## src/rtl/cmp_mask_pkg.sv

```systemverilog
`default_nettype none
// ============================================================================
// Module   : cmp_mask_pkg
// Brief    : Relation encodings and extension-mode constants for cmp_mask_pipe.
// Revision : 1.0
// ============================================================================
package cmp_mask_pkg;

  localparam int CMP_OP_W = 3;

  localparam logic [CMP_OP_W-1:0] CMP_OP_LT = 3'd0;
  localparam logic [CMP_OP_W-1:0] CMP_OP_LE = 3'd1;
  localparam logic [CMP_OP_W-1:0] CMP_OP_GT = 3'd2;
  localparam logic [CMP_OP_W-1:0] CMP_OP_GE = 3'd3;
  localparam logic [CMP_OP_W-1:0] CMP_OP_EQ = 3'd4;
  localparam logic [CMP_OP_W-1:0] CMP_OP_NE = 3'd5;

  localparam logic EXT_REPL = 1'b0;
  localparam logic EXT_ZERO = 1'b1;

  function automatic logic cmp_op_reserved(input logic [CMP_OP_W-1:0] op);
    return (op > CMP_OP_NE);
  endfunction

endpackage
`default_nettype wire

```

## src/rtl/cmp_mask_core.sv

```systemverilog
`default_nettype none
// ============================================================================
// Module   : cmp_mask_core
// Brief    : Combinational relation evaluator with mask extension.
// Revision : 1.0
// ============================================================================
module cmp_mask_core
  import cmp_mask_pkg::*;
#(
  parameter int DATA_W = 8,
  parameter int MASK_W = 3
) (
  input  logic [DATA_W-1:0]   i_a,
  input  logic [DATA_W-1:0]   i_b,
  input  logic [CMP_OP_W-1:0] i_op,
  input  logic                i_signed,
  input  logic                i_ext,
  output logic                o_result,
  output logic [MASK_W-1:0]   o_mask,
  output logic                o_err
);

  logic w_eq;
  logic w_lt;
  logic w_res;
  logic w_err;
  logic [MASK_W-1:0] w_mask;

  // Only "less than" needs the signedness; every ordered relation derives from it.
  always_comb begin
    w_eq = (i_a == i_b);
    if (i_signed)
      w_lt = ($signed(i_a) < $signed(i_b));
    else
      w_lt = (i_a < i_b);
  end

  always_comb begin
    w_res = 1'b0;
    w_err = cmp_op_reserved(i_op);
    case (i_op)
      CMP_OP_LT: w_res = w_lt;
      CMP_OP_LE: w_res = w_lt | w_eq;
      CMP_OP_GT: w_res = ~(w_lt | w_eq);
      CMP_OP_GE: w_res = ~w_lt;
      CMP_OP_EQ: w_res = w_eq;
      CMP_OP_NE: w_res = ~w_eq;
      default:   w_res = 1'b0;
    endcase
  end

  always_comb begin
    w_mask = '0;
    if (i_ext == EXT_ZERO)
      w_mask[0] = w_res;
    else
      w_mask = {MASK_W{w_res}};
  end

  assign o_result = w_res;
  assign o_mask   = w_mask;
  assign o_err    = w_err;

endmodule
`default_nettype wire

```

## src/rtl/cmp_mask_pipe.sv

```systemverilog
`default_nettype none
// ============================================================================
// Module   : cmp_mask_pipe
// Brief    : Single-stage valid/ready comparator producing a bit and a mask.
//            Define CMP_MASK_PIPE_HIT_CNT_EN to add a saturating hit counter.
// Revision : 1.0
// ============================================================================
module cmp_mask_pipe
  import cmp_mask_pkg::*;
#(
  parameter int DATA_W = 8,
  parameter int MASK_W = 3
`ifdef CMP_MASK_PIPE_HIT_CNT_EN
  ,
  parameter int CNT_W  = 16
`endif
) (
  input  logic                clk,
  input  logic                rst_n,
  input  logic [DATA_W-1:0]   in_a,
  input  logic [DATA_W-1:0]   in_b,
  input  logic [CMP_OP_W-1:0] in_op,
  input  logic                in_signed,
  input  logic                in_ext,
  input  logic                in_vld,
  output logic                in_rd,
  output logic                out_bit,
  output logic [MASK_W-1:0]   out_mask,
  output logic                out_err,
  output logic                out_vld,
  input  logic                out_rd
`ifdef CMP_MASK_PIPE_HIT_CNT_EN
  ,
  output logic [CNT_W-1:0]    hit_cnt,
  input  logic                hit_cnt_clr
`endif
);

  logic              w_res;
  logic [MASK_W-1:0] w_mask;
  logic              w_err;
  logic              w_accept;
  logic              w_consume;

  logic              r_vld;
  logic              r_bit;
  logic [MASK_W-1:0] r_mask;
  logic              r_err;

  cmp_mask_core #(
    .DATA_W (DATA_W),
    .MASK_W (MASK_W)
  ) u_core (
    .i_a      (in_a),
    .i_b      (in_b),
    .i_op     (in_op),
    .i_signed (in_signed),
    .i_ext    (in_ext),
    .o_result (w_res),
    .o_mask   (w_mask),
    .o_err    (w_err)
  );

  // Ready depends only on the output side so producers never see a vld->rd loop.
  assign in_rd     = ~r_vld | out_rd;
  assign w_accept  = in_vld & in_rd;
  assign w_consume = r_vld & out_rd;

  always_ff @(posedge clk or negedge rst_n) begin
    if (!rst_n) begin
      r_vld  <= 1'b0;
      r_bit  <= 1'b0;
      r_mask <= '0;
      r_err  <= 1'b0;
    end else if (w_accept) begin
      r_vld  <= 1'b1;
      r_bit  <= w_res;
      r_mask <= w_mask;
      r_err  <= w_err;
    end else if (w_consume) begin
      r_vld  <= 1'b0;
    end
  end

  assign out_vld  = r_vld;
  assign out_bit  = r_bit;
  assign out_mask = r_mask;
  assign out_err  = r_err;

`ifdef CMP_MASK_PIPE_HIT_CNT_EN
  logic [CNT_W-1:0] r_hit_cnt;

  // Clear has priority; the count sticks at all-ones rather than wrapping.
  always_ff @(posedge clk or negedge rst_n) begin
    if (!rst_n)
      r_hit_cnt <= '0;
    else if (hit_cnt_clr)
      r_hit_cnt <= '0;
    else if (w_consume && r_bit && (r_hit_cnt != {CNT_W{1'b1}}))
      r_hit_cnt <= r_hit_cnt + 1'b1;
  end

  assign hit_cnt = r_hit_cnt;
`endif

endmodule
`default_nettype wire

```

## config.mk

```make
export PLATFORM = sky130hd
export DESIGN_NAME = cmp_mask_pipe
export DESIGN_NICKNAME = d
export VERILOG_FILES = /design/src/rtl/cmp_mask_pkg.sv /design/src/rtl/cmp_mask_core.sv /design/src/rtl/cmp_mask_pipe.sv
export SDC_FILE = /design/constraint.sdc
export NUM_CORES = 1
export LEC_CHECK = 0
export BUFFER_PORTS_ARGS = -buffer_cell sky130_fd_sc_hd__buf_4
export CORE_AREA = 8 8 45 47
export DETAILED_ROUTE_END_ITERATION = 10
export DIE_AREA = 0 0 53 55
export GPL_TIMING_DRIVEN = 0
export PLACE_DENSITY_LB_ADDON = 0.2
export SLEW_MARGIN = 15
export SYNTH_ARGS = -nofsm -noshare
export SYNTH_HDL_FRONTEND = slang
export SYNTH_SLANG_ARGS = --single-unit
```

## constraint.sdc

```tcl
create_clock -name clk -period 1.2 [get_ports clk]
set_input_delay 0.12 -clock clk [delete_from_list [all_inputs] [get_ports clk]]
set_output_delay 0.12 -clock clk [all_outputs]
set_load 0.1 [all_outputs]
```

==> results.txt, run 1 <==
Of the total power, the share spent switching nets is 0.4687. The total power is 930.8 uW. Counting flops and latches in the post-synthesis netlist gives 4. The internal power of the cells totals 494.6 uW.

The post-synthesis average cell area came out at 8.758 um^2. Row generation in the floorplan step produced 14 rows. Setup violations remaining at the end of the flow were counted as 2. Of the available clock period, the critical path in the final layout requires 1.204. The simple-gate share of the synthesized area came out at 0.2468. Of the total power, registers draw 0.182. Dividing the detail-routed via count by the number of cells gives 4.882. The die footprint came out at 2915 um^2. The detailed route wirelength on metal3 came out at 97 um.

The number of placed instances, taps included is 102. The root buffer cell chosen for the clock tree is clkbuf_4. The tool flagged a number of max-cap violations equal to 0.

In the synthesized netlist, the number of instances is 55. The horizontal die dimension is 53 um. The part of the total power dissipated in the clock network is 0.199. After detailed routing, the met2 layer carries 762 um of wire.

The synthesized netlist net count is 88. In this run the worst hold path is classified as in2reg. The startpoint of the most critical register-to-register path is out_vld$_DFFE_PN0P_. Global routing finished with a remaining overflow of 0. Across every metal layer, demand over resource in global routing totals 0.09841. Summed over all layers, the routed wires come to 1348 um. Of the cells placed in the final design, the portion with a size suffix greater than 1 is 0.6170. After synthesis, the largest family of logic cells by area is simple AND/OR/NAND/NOR gates. The sort of element at the start of the critical path is an input port.

The checks that failed: setup timing. The total of buffers placed on input and output ports is 31. The worst setup path is captured at a register.

The number of warnings printed during yosys synthesis is 0. For this run, the number of standard cells in the final layout without fillers is 110. By startpoint and endpoint, the worst setup path is classified as in2reg. The standby leakage power came out at 0.4559 nW. The detail route stage leaves a number of antenna-violating nets equal to 0. Dividing the detail-routed wire length by the instance count gives 12.25 um.

The clock arrives with 0.004951 ns of skew. After clock tree synthesis, the clock-pin slew on the worst setup and hold paths is 0.04 ns. The violation count after the first detailed-routing iteration is 5.

The sink count of the clock tree came out at 4. The slew at the pin with the worst max-slew slack is 0.2807 ns. The buffer depth of the longest clock path came out at 2.

The power density over the cells came out at 1005 nW/um^2. The total DRC errors in the routed layout came out at 0. The shortest clock period the worst path allows after layout came out at 1.445 ns. The critical path arrival is 1.58 ns.

The xor/xnor share of the synthesized area came out at 0. The count of vias placed by the detailed router came out at 537. The multiplexer area fraction after synthesis is 0.02338. The aggregate negative setup slack is -0.4009 ns. The number of antenna violations at the first check in global routing came out at 0. For this run, the register share of the synthesized area comes to 0.2078.

Static timing analysis puts the maximum clock frequency at 0.6919 GHz. The area of the mapped netlist is 481.7 um^2. The I/O pin count is 32. The highest layer touched by signal routing is met4. Counting distinct cell types in the post-synthesis netlist gives 26. The maximum level of the CTS H-tree is 1.

The height of the die is 55 um. Setup repair after global routing could not meet its margin everywhere. The launching instance or port of the critical path is in_b[7]. The sum of routed wire segments on met1 is 460 um.

The final-report hold violation count is 0. The clock latency on the worst-skew pair came out at 0.24 ns. The final core area utilization came out at 0.6691. The startpoint of the tightest hold check path is in_ext. At the end of the flow, the number of nets in the layout was 128. The required arrival time at the worst endpoint is 1.33 ns. The count of final max-slew check failures is 0. TritonCTS built the clock tree. The proportion of power drawn by combinational gates came out at 0.619. Entering global routing, the biggest net connects 7 pins. The least setup slack across all paths after layout came out at -0.2453 ns. The estimated wirelength of the detail-placed design came out at 1169 um.

The initial cell density of the core came out at 0.3481. Measured against its own limit, the worst slew margin works out to 0.8144. The area of the placeable core is 1384 um^2. The number of CTS-inserted buffers is 3.

The net switching component of the power came out at 436.2 uW. The number of global-route vias before repair came out at 535. The peak supply drop came out at 0.0005222 V. The worst hold-check slack is 0.07384 ns. Routability-driven placement finished with a final weighted congestion of 0.6803. The share of the synthesized area in compound gates (AO/OA/AOI/OAI) came out at 0.2208.

The synthesized-area fraction occupied by adder cells came out at 0.2078. The number of filler instances in the final layout is 130. The area growth from synthesis to layout came out at 92.21%. 0 antenna diodes ended up in the layout. The first-pass GRT wire length is 2208 um.

The maximum net fanout on the critical path is 3. The pre-antenna-repair detailed-routing pass consisted of 4 iterations. The flow ran to the end, but the final reports show violations.
placed cells by master, fill, tap and decap left out, drive strengths merged:
master	instances
o21ai	2
nor2b	2
a21o	2
dfrtp	4
dlygate4sd3	1
nand2b	3
and3	1
a31o	1
or3	1
a21oi	2
inv	8
clkbuf	4
nand2	7
a311o	1
o22ai	1
nand4	2
a211o	1
mux2	1
o31ai	1
ha	8
o41ai	1
o211ai	1
nand3b	1
or3b	1
buf	36
and3b	1
state kept, by name, summed over array words and instances, names as in the netlist:
signal,count
out_mask,2
out_err,1
out_vld,1
layout make-up:
| type | count | area (um^2) | share of cell area |
|---|---|---|---|
| inverter | 8 | 42.54 | 0.04595 |
| multi-input combinational | 41 | 432.9 | 0.4676 |
| clock buffer | 4 | 26.28 | 0.02838 |
| sequential | 4 | 105.1 | 0.1135 |
| buffer | 2 | 15.01 | 0.01622 |
| timing repair buffer | 35 | 284.0 | 0.3068 |
| tap | 16 | 20.02 | 0.02162 |
through the flow:
stage / setup WS (ns) / cell area, um^2
global placement: -0.5296 / 833.3
finish: -0.2453 / 925.9
global route: -0.2736 / 925.9
detailed placement: -0.5422 / 833.3
CTS: -0.2372 / 909.6
floorplan: -0.3114 / 580.6
critical path: stages:
cell and delay, ns:
buf_8 0.09, inv_12 0.03, ha_4 0.28, mux2_4 0.29
a311o_1 0.28, nand2_2 0.09, a21oi_2 0.07, o41ai_2 0.32
timing repair:
action,CTS,global route
pin swaps,1,1
buffers inserted,3,0
resized for setup,6,2
hold endpoints to repair,4,0
endpoints found under the setup margin,3,3
hold buffers,1,0
gates cloned,0,0
final timing paths:
path,end,slack [ns],depth (start not counted)
worst max-delay path,out_mask[1]$_DFFE_PN0P_,-0.25,8
worst min-delay path,out_mask[1]$_DFFE_PN0P_,0.07,2
worst max register to register,out_mask[1]$_DFFE_PN0P_,0.13,3
worst min register to register,out_mask[0]$_DFFE_PN0P_,0.50,2
max in group asynchronous,out_vld$_DFFE_PN0P_,0.87,2
min in group asynchronous,out_vld$_DFFE_PN0P_,0.22,2
layer usage:
layer / GRT usage / vias up
met5: 0 / -
met3: 0.03209 / 4
met1: 0.09285 / 241
met4: 0.03879 / 0
met2: 0.1914 / 20
li1: - / 272
cells by family after synthesis:
group           Yosys count
simple gates             19
compound gates           13
buf+inv                  10
fa+ha+maj                 8
flops                     4
mux                       1
Yosys cell counts:
cell | instances | area (um^2)
o41ai_2 | 1 | 16.27
a21o_1 | 1 | 7.510
inv_1 | 8 | 30.03
a311o_1 | 1 | 10.01
a31o_1 | 1 | 8.760
o211ai_1 | 1 | 7.510
nand4_1 | 1 | 6.260
a211o_1 | 1 | 8.760
nand2b_1 | 3 | 18.77
nand3b_1 | 1 | 7.510
dfrtp_1 | 4 | 100.1
o22ai_1 | 1 | 6.260
nand4_2 | 1 | 12.51
buf_4 | 2 | 15.01
o31ai_2 | 1 | 12.51
nand2_1 | 7 | 26.28
a21oi_1 | 2 | 10.01
mux2_2 | 1 | 11.26
and3_4 | 1 | 11.26
nor2b_1 | 2 | 12.51
a21o_2 | 1 | 8.760
ha_1 | 8 | 100.1
o21ai_0 | 2 | 10.01
and3b_1 | 1 | 8.760
or3_1 | 1 | 6.260
or3b_1 | 1 | 8.760
power groups by stage:
stage | clock [mW] | sequential, mW | combinational [mW]
detailed placement | 0 | 0.172 | 0.553
CTS | 0.189 | 0.170 | 0.574
finish | 0.185 | 0.169 | 0.576
floorplan | 0 | 0.301 | 0.271
global route | 0.209 | 0.173 | 0.608
global placement | 0 | 0.170 | 0.546
Note: power is estimated with default switching activity, not from simulation.
==> run 2: changes to the inputs <==
==> constraint.sdc (replaced) <==
create_clock -name clk -period 1.4 [get_ports clk]
set_input_delay 0.14 -clock clk [delete_from_list [all_inputs] [get_ports clk]]
set_output_delay 0.14 -clock clk [all_outputs]
set_load 0.1 [all_outputs]
==> run 2 against run 1 <==
The run still ends with setup timing left. Clock power is 12% lower. Design area is 0.95% lower. Die area stayed put. Worst hold slack better by 0.026 ns. Via count stayed put. Routed wire length is 1.8% lower. Non-clock buffer count is 1 lower. Critical path depth stayed put. Worst setup slack better by 0.17 ns. Sequential power is 15% lower. Critical path type unchanged.
==> results.txt, run 2 (synthesized netlist as in run 1, its figures left out) <==
The power density over the cells is 868.4 nW/um^2 (-14%). The peak supply drop came out at 0.0007681 V (+47%). The die footprint came to 2915 um^2 (unchanged).

The net switching component of the power was 376.2 uW (-14%). The post-route antenna net violation count was 0 (unchanged). The internal power summed over all cells is 420.3 uW (-15%). The count of vias placed by the detailed router came to 537 (unchanged). The violation count after the first detailed-routing iteration came out at 7 (+2).

Walking the worst path, the cells encountered are buf_8, inv_12, ha_4, mux2_4, a311o_1, nand2_2, a21oi_2, o41ai_4. The count of final max-slew check failures is 0 (unchanged). The area of the placeable core was 1384 um^2 (unchanged). The maximum clock frequency is 0.6780 GHz. The worst path in the final design needs a cycle of 1.475 ns, including I/O delays and setup. The clock latency on the worst-skew pair is 0.24 ns (about the same). The capturing element type of the critical path is a register. The detailed router used layers up to and including met4. The number of vias per cell after detailed routing came out at 4.927 (+0.92%). The sum of routed wire segments on met1 came to 437 um (-5.0%). The final-report hold violation count came out at 0 (unchanged). The tightest min-delay check is of the in2reg type.

The worst setup path is launched from an input port. The post-place instance area came out at 828.3 um^2 (-0.60%). The horizontal die dimension is 53 um (unchanged). The maximum number of pins on one net before global-route repair came out at 7 (unchanged). TritonCTS built the clock tree. The clock skew came out at 0.009389 ns (+0.004438 ns). The least setup slack across all paths after layout is -0.07502 ns (+0.1703 ns). The final cell count without fillers came out at 109 (-0.91%). The number of global-route vias before repair is 522 (-2.4%). The sink count of the clock tree came to 4 (unchanged). The critical-path cell with the highest stage delay is o41ai_4. The I/O pin count came out at 32 (unchanged). The detailed-routed wire length on met2 is 737 um (-3.3%).

The maximum net fanout on the critical path is 4 (+1). The maximum level of the CTS H-tree came out at 1 (unchanged). The layout net count came out at 127 (-0.78%). The proportion of power drawn by combinational gates is 0.616 (-0.003). The row count came out at 14 (unchanged). The mean routed wirelength per cell came to 12.15 um (-0.88%). The total routing resource utilization after global routing is 0.09409 (-0.004323).

Setup repair after global routing could not meet its margin everywhere. The proportion of power drawn by flip-flops and latches is 0.181 (about the same). The checks that failed: setup timing. The part of the total power dissipated in the clock network came out at 0.203 (+0.004). The detailed route wirelength on metal3 came out at 117 um (+21%). The buffer depth of the longest clock path came out at 2 (unchanged). The estimated wirelength of the detail-placed design is 1117 um (-4.4%). The number of placed instances, taps included came to 102 (unchanged). Leaving out fill and tap cells, the most frequent cell in the layout is buf_4. The critical path arrival is 1.61 ns (+0.03 ns).

The run finished, with violations left. The required arrival time at the worst endpoint came out at 1.53 ns (+0.20 ns). The weighted congestion at the end of routability-driven global placement was 0.6576 (-3.3%). The number of CTS-inserted buffers came out at 3 (unchanged). The worst slew slack as a fraction of its limit came out at 0.8134 (-0.001004). The standby leakage power is 0.4522 nW (-0.82%). The switching share of total power came out at 0.4723 (+0.003637).

The final wirelength is 1324 um (-1.8%). The slew at the pin with the worst max-slew slack is 0.2822 ns (+0.001517 ns). The height of the die came out at 55 um (unchanged). The aggregate negative setup slack is -0.09556 ns (+0.3053 ns). The share of cells above drive strength 1 is 0.6129 (-0.004118). The number of flip-flops under the largest register name came out at 2 (unchanged). The cell area after layout came out at 917.1 um^2 (-0.95%). The post-CTS clock slew at the launch and capture registers of the worst setup and hold paths is 0.04 ns (about the same). The antenna diode count came out at 0 (unchanged). Leaving out fill and tap cells, the most frequent cells in the layout are 33 x buf_4, 6 x inv_1, 5 x nand2_1, 5 x ha_4. The longest individual stage delay on the worst path is 0.34 ns (+0.02 ns). The number of maximum-capacitance violations was 0 (unchanged).

The global route total overflow is 0 (unchanged). The tree is rooted in a clkbuf_4. From synthesis to final layout, the design area changed by 90.39%.

The total of buffers placed on input and output ports came to 31 (unchanged). The initial cell density of the core came out at 0.3481 (unchanged). The final period utilization came out at 1.054.

The first-pass GRT wire length is 2070 um (-6.3%). The total DRC errors in the routed layout is 0 (unchanged). The final number of setup-violating endpoints is 2 (unchanged). The detailed-router iteration count before antenna repair came out at 4 (unchanged). By startpoint and endpoint, the worst setup path is classified as in2reg. The number of antenna violations at the first check in global routing is 0 (unchanged).
[run 2: changes by cell type in the layout (fill, tap and decap cells not counted)]
cell and change:
o21ai_0 +1, buf_8 -1, nand2_2 +1, o21ai_1 -1, nand2_4 -1, o41ai_4 +1, o41ai_2 -1
[run 2: stage by stage]
| step | hold slack (ns) | setup WS (ns) | power, mW | utilization |
|---|---|---|---|---|
| 6_report | 0.1000 | -0.07502 | 0.7964 | 0.6627 |
| 3_5_place_dp | -0.06155 | -0.3755 | 0.6177 | 0.5986 |
| 2_1_floorplan | -0.1556 | -0.1314 | 0.4879 | - |
| 4_1_cts | 0.08896 | -0.09686 | 0.7886 | 0.6275 |
| 3_3_place_gp | -0.06152 | -0.3473 | 0.6122 | 0.5986 |
| 5_1_grt | 0.09489 | -0.1132 | 0.8455 | 0.6627 |
[run 2: worst paths after layout]
| kind | startpoint | endpoint | slack (ns) | cells past startpoint |
|---|---|---|---|---|
| worst min register to register | out_err$_DFFE_PN0P_ | out_err$_DFFE_PN0P_ | 0.48 | 2 |
| worst max register to register | out_vld$_DFFE_PN0P_ | out_mask[1]$_DFFE_PN0P_ | 0.28 | 3 |
| worst min-delay path | in_vld | out_vld$_DFFE_PN0P_ | 0.10 | 2 |
| max in group asynchronous | rst_n | out_vld$_DFFE_PN0P_ | 1.04 | 2 |
| worst max-delay path | in_b[7] | out_mask[1]$_DFFE_PN0P_ | -0.08 | 8 |
| min in group asynchronous | rst_n | out_vld$_DFFE_PN0P_ | 0.24 | 2 |
[run 2: power groups by stage]
stage / clock (mW) / combinational (mW) / sequential (mW)
floorplan: 0 / 0.230 / 0.258
global placement: 0 / 0.466 / 0.146
detailed placement: 0 / 0.471 / 0.147
CTS: 0.169 / 0.475 / 0.145
global route: 0.180 / 0.518 / 0.148
finish: 0.162 / 0.491 / 0.144
[run 2: repair_timing]
action,in CTS,in global routing
setup endpoints to repair,2,2
hold endpoints to repair,4,0
hold buffers,1,0
gates resized for setup,1,6
buffers inserted,0,2
pin swaps,0,2
[run 2: routing by layer]
layer  global-route usage  vias up
li1                     -      272
met1              0.08841      244
met2               0.1660       17
met3              0.04545        4
met4              0.05172        0
met5                    0        -
[run 2: critical path: cells and delay by family]
family	cells	cell delay, ns
AO/OA/AOI/OAI	3	0.70
multiplexers	1	0.29
adder cells (fa/ha/maj)	1	0.28
buffers and inverters	2	0.12
AND/OR/NAND/NOR	1	0.08
[run 2: layout make-up]
type	instances	area, um^2
clock buffer	4	26.28
inverter	8	42.54
tap	16	20.02
timing repair buffer	34	269.0
multi-input combinational	41	439.2
sequential	4	105.1
fill	123	466.7
buffer	2	15.01
==> run 3: changes to the inputs <==
--- a/config.mk
+++ b/config.mk
@@ -7,10 +7,12 @@
 export LEC_CHECK = 0
 export BUFFER_PORTS_ARGS = -buffer_cell sky130_fd_sc_hd__buf_4
 export CORE_AREA = 8 8 45 47
+export CTS_CLUSTER_DIAMETER = 60
 export DETAILED_ROUTE_END_ITERATION = 10
 export DIE_AREA = 0 0 53 55
 export GPL_TIMING_DRIVEN = 0
 export PLACE_DENSITY_LB_ADDON = 0.2
+export SKIP_LAST_GASP = 1
 export SLEW_MARGIN = 15
 export SYNTH_ARGS = -nofsm -noshare
 export SYNTH_HDL_FRONTEND = slang
==> run 3 against run 2 <==
The run still ends with setup timing left. Sequential cell count is the same. Clock skew is essentially flat. Design area shrank 1.5%. Via count shrank 0.37%. Critical endpoint unchanged. Largest power group unchanged.
==> results.txt, run 3 (synthesized netlist as in run 1, its figures left out) <==
The count of final max-slew check failures is 0 (unchanged). The antenna diode count came out at 0 (unchanged). The endpoint identified for the worst register-to-register timing path is out_mask[1]$_DFFE_PN0P_. The critical path arrival is 1.62 ns (about the same). The die footprint is 2915 um^2 (unchanged). The post-route antenna net violation count is 0 (unchanged).

The horizontal die dimension is 53 um (unchanged). The worst hold path belongs to the class in2reg. The row count was 14 (unchanged). The global routing stage identified its most utilized layer as met2.

The worst slew slack as a fraction of its limit was 0.8139 (about the same). The met2 routing resource usage after global routing is 0.1660 (unchanged). The global routing usage on met3 came out at 0.04545 (unchanged). Setup repair after global routing could not meet its margin everywhere. The number of flip-flops under the largest register name is 2 (unchanged). The clock skew came out at 0.008916 ns (-0.0004737 ns). The power density over the cells is 869.8 nW/um^2 (+0.16%). The depth of the worst register-to-register path is 3 (unchanged). The register area came to 105.1 um^2 (unchanged). The count of vias placed by the detailed router came to 535 (-0.37%). The tree is rooted in a clkbuf_4. The number of global-route vias before repair is 522 (unchanged).

The clock tree from TritonCTS is yes. The total of buffers placed on input and output ports came out at 31 (unchanged). The layout net count came out at 127 (unchanged). The height of the die came out at 55 um (unchanged). The violation count after the first detailed-routing iteration is 5 (-2). The number of filler instances in the final layout came out at 129 (+4.9%). The required arrival time at the worst endpoint came out at 1.53 ns (about the same). The weighted congestion at the end of routability-driven global placement came to 0.6576 (unchanged). The clock latency on the worst-skew pair came out at 0.24 ns (about the same).

The maximum level of the CTS H-tree came out at 1 (unchanged). The buffer depth of the longest clock path is 2 (unchanged). In the layout the commonest cells are 33 x buf_4, 6 x inv_1, 6 x nand2_1. The total power is 785.7 uW (-1.3%). By startpoint and endpoint, the worst setup path is classified as in2reg. The shortest clock period the worst path allows after layout came out at 1.492 ns (+0.01666 ns).

The share of cells above drive strength 1 came to 0.6022 (-0.01075). STA classifies the critical path endpoint as a register. The I/O pin count is 32 (unchanged).

The critical-path cell with the highest stage delay is o41ai_2. The worst path buffer plus inverter count is 2 (unchanged). Compared with the post-synthesis result, the final layout area differs by 87.53%. Grouping stages by cell kind, the critical path spends the most delay in compound AO/OA/AOI/OAI gates.

The slew at the pin with the worst max-slew slack is 0.2815 ns (-0.0006605 ns). The number of vias per cell after detailed routing came to 4.908 (-0.37%). The final number of setup-violating endpoints came out at 2 (unchanged). The least setup slack across all paths after layout is -0.09167 ns (-0.01666 ns). The total routing resource utilization after global routing was 0.09409 (unchanged). The maximum number of pins on one net before global-route repair is 7 (unchanged). The global route total overflow was 0 (unchanged).

The standby leakage power is 0.4450 nW (-1.6%). The flow ran to the end, but the final reports show violations. The pre-CTS setup slack is -0.3755 ns (unchanged). The total DRC errors in the routed layout was 0 (unchanged). The final period utilization came out at 1.065 (+0.01190).

The aggregate negative setup slack came to -0.1110 ns (-0.01542 ns). The number of antenna violations at the first check in global routing came to 0 (unchanged). The signal on the critical path passes through buf_8, inv_12, ha_4, mux2_4, a311o_1, nand2_1, a21oi_2, o41ai_2. The mean routed wirelength per cell is 12.11 um (-0.30%).

The most frequent standard cell in the layout excluding fill and tap cells is buf_4. The post-CTS clock slew at the launch and capture registers of the worst setup and hold paths is 0.03 ns (about the same). The initial cell density of the core came out at 0.3481 (unchanged). The first-pass GRT wire length is 2070 um (unchanged). The final wirelength came out at 1320 um (-0.30%).

The checks that failed: setup timing. For hold timing, the worst endpoint is out_mask[1]$_DFFE_PN0P_. The cell count of the worst hold path came out at 2 (unchanged). The maximum clock frequency is 0.6704 GHz (-1.1%). The detailed-router iteration count before antenna repair is 2 (-2).

The estimated wirelength of the detail-placed design is 1117 um (unchanged). STA classifies the critical path startpoint as an input port. The area of the placeable core is 1384 um^2 (unchanged). The sink count of the clock tree is 4 (unchanged). The number of maximum-capacitance violations came to 0 (unchanged). The peak supply drop is 0.0007658 V (-0.29%). The fraction of met1 tracks used by global routing came out at 0.08841 (unchanged).

The number of CTS-inserted buffers was 3 (unchanged). The startpoint of the most critical register-to-register path is out_vld$_DFFE_PN0P_. The startpoint of the tightest hold check path is in_ext. The footprint of the multi-input gates is 425.4 um^2 (-3.1%). The flop-to-flop setup slack came out at 0.28 ns (about the same). The maximum net fanout on the critical path is 4 (unchanged). The path length in cells of the critical path is 8 (unchanged).

The final-report hold violation count came out at 0 (unchanged). The longest individual stage delay on the worst path is 0.34 ns (about the same).
run 3: per-stage QoR:
stage / cell area [um^2] / hold WS [ns] / util / instances
after global placement: 828.3 / -0.06152 / 0.5986 / 102
after detailed placement: 828.3 / -0.06155 / 0.5986 / 102
after floorplan: 575.6 / -0.1556 / - / 55
final: 903.4 / 0.09531 / 0.6528 / 109
after CTS: 868.3 / 0.08896 / 0.6275 / 107
after global routing: 903.4 / 0.08676 / 0.6528 / 109
run 3: report_power, final:
part	leakage (nW)	switching (mW)	total [mW]	internal [mW]
Clock	0.0150	0.0528	0.160	0.107
Combinational	0.382	0.307	0.481	0.175
Sequential	0.0476	0.0105	0.144	0.134
run 3: worst max-delay path by stage:
| stage | from | end | slack (ns) |
|---|---|---|---|
| global placement | in_b[7] | out_mask[1]$_DFFE_PN0P_ | -0.35 |
| global route | in_b[7] | out_mask[1]$_DFFE_PN0P_ | -0.13 |
| CTS | in_b[7] | out_mask[1]$_DFFE_PN0P_ | -0.1 |
| finish | in_b[7] | out_mask[1]$_DFFE_PN0P_ | -0.09 |
| floorplan | in_b[7] | out_mask[1]$_DFFE_PN0P_ | -0.13 |
| detailed placement | in_b[7] | out_mask[1]$_DFFE_PN0P_ | -0.38 |
run 3: repair_timing:
| action | CTS | global route |
|---|---|---|
| endpoints found under the setup margin | 2 | 2 |
| setup buffers | 0 | 2 |
| hold buffers | 1 | 0 |
| pin swaps | 0 | 2 |
| endpoints found under the hold margin | 4 | 0 |
| gates resized for setup | 1 | 4 |
run 3: metal layers:
layer	share of wire	up-vias
li1	-	274
met1	0.33	242
met2	0.56	15
met3	0.082	4
met4	0.023	0
met5	0	-
run 3: final cells by class:
type                    count  area share
plain buffers               2     0.01662
clock buffers               4     0.02909
inverters                   8     0.04709
multi-input cells          41      0.4709
flip-flops and latches      4      0.1163
well taps                  16     0.02216
repair buffers             34      0.2978
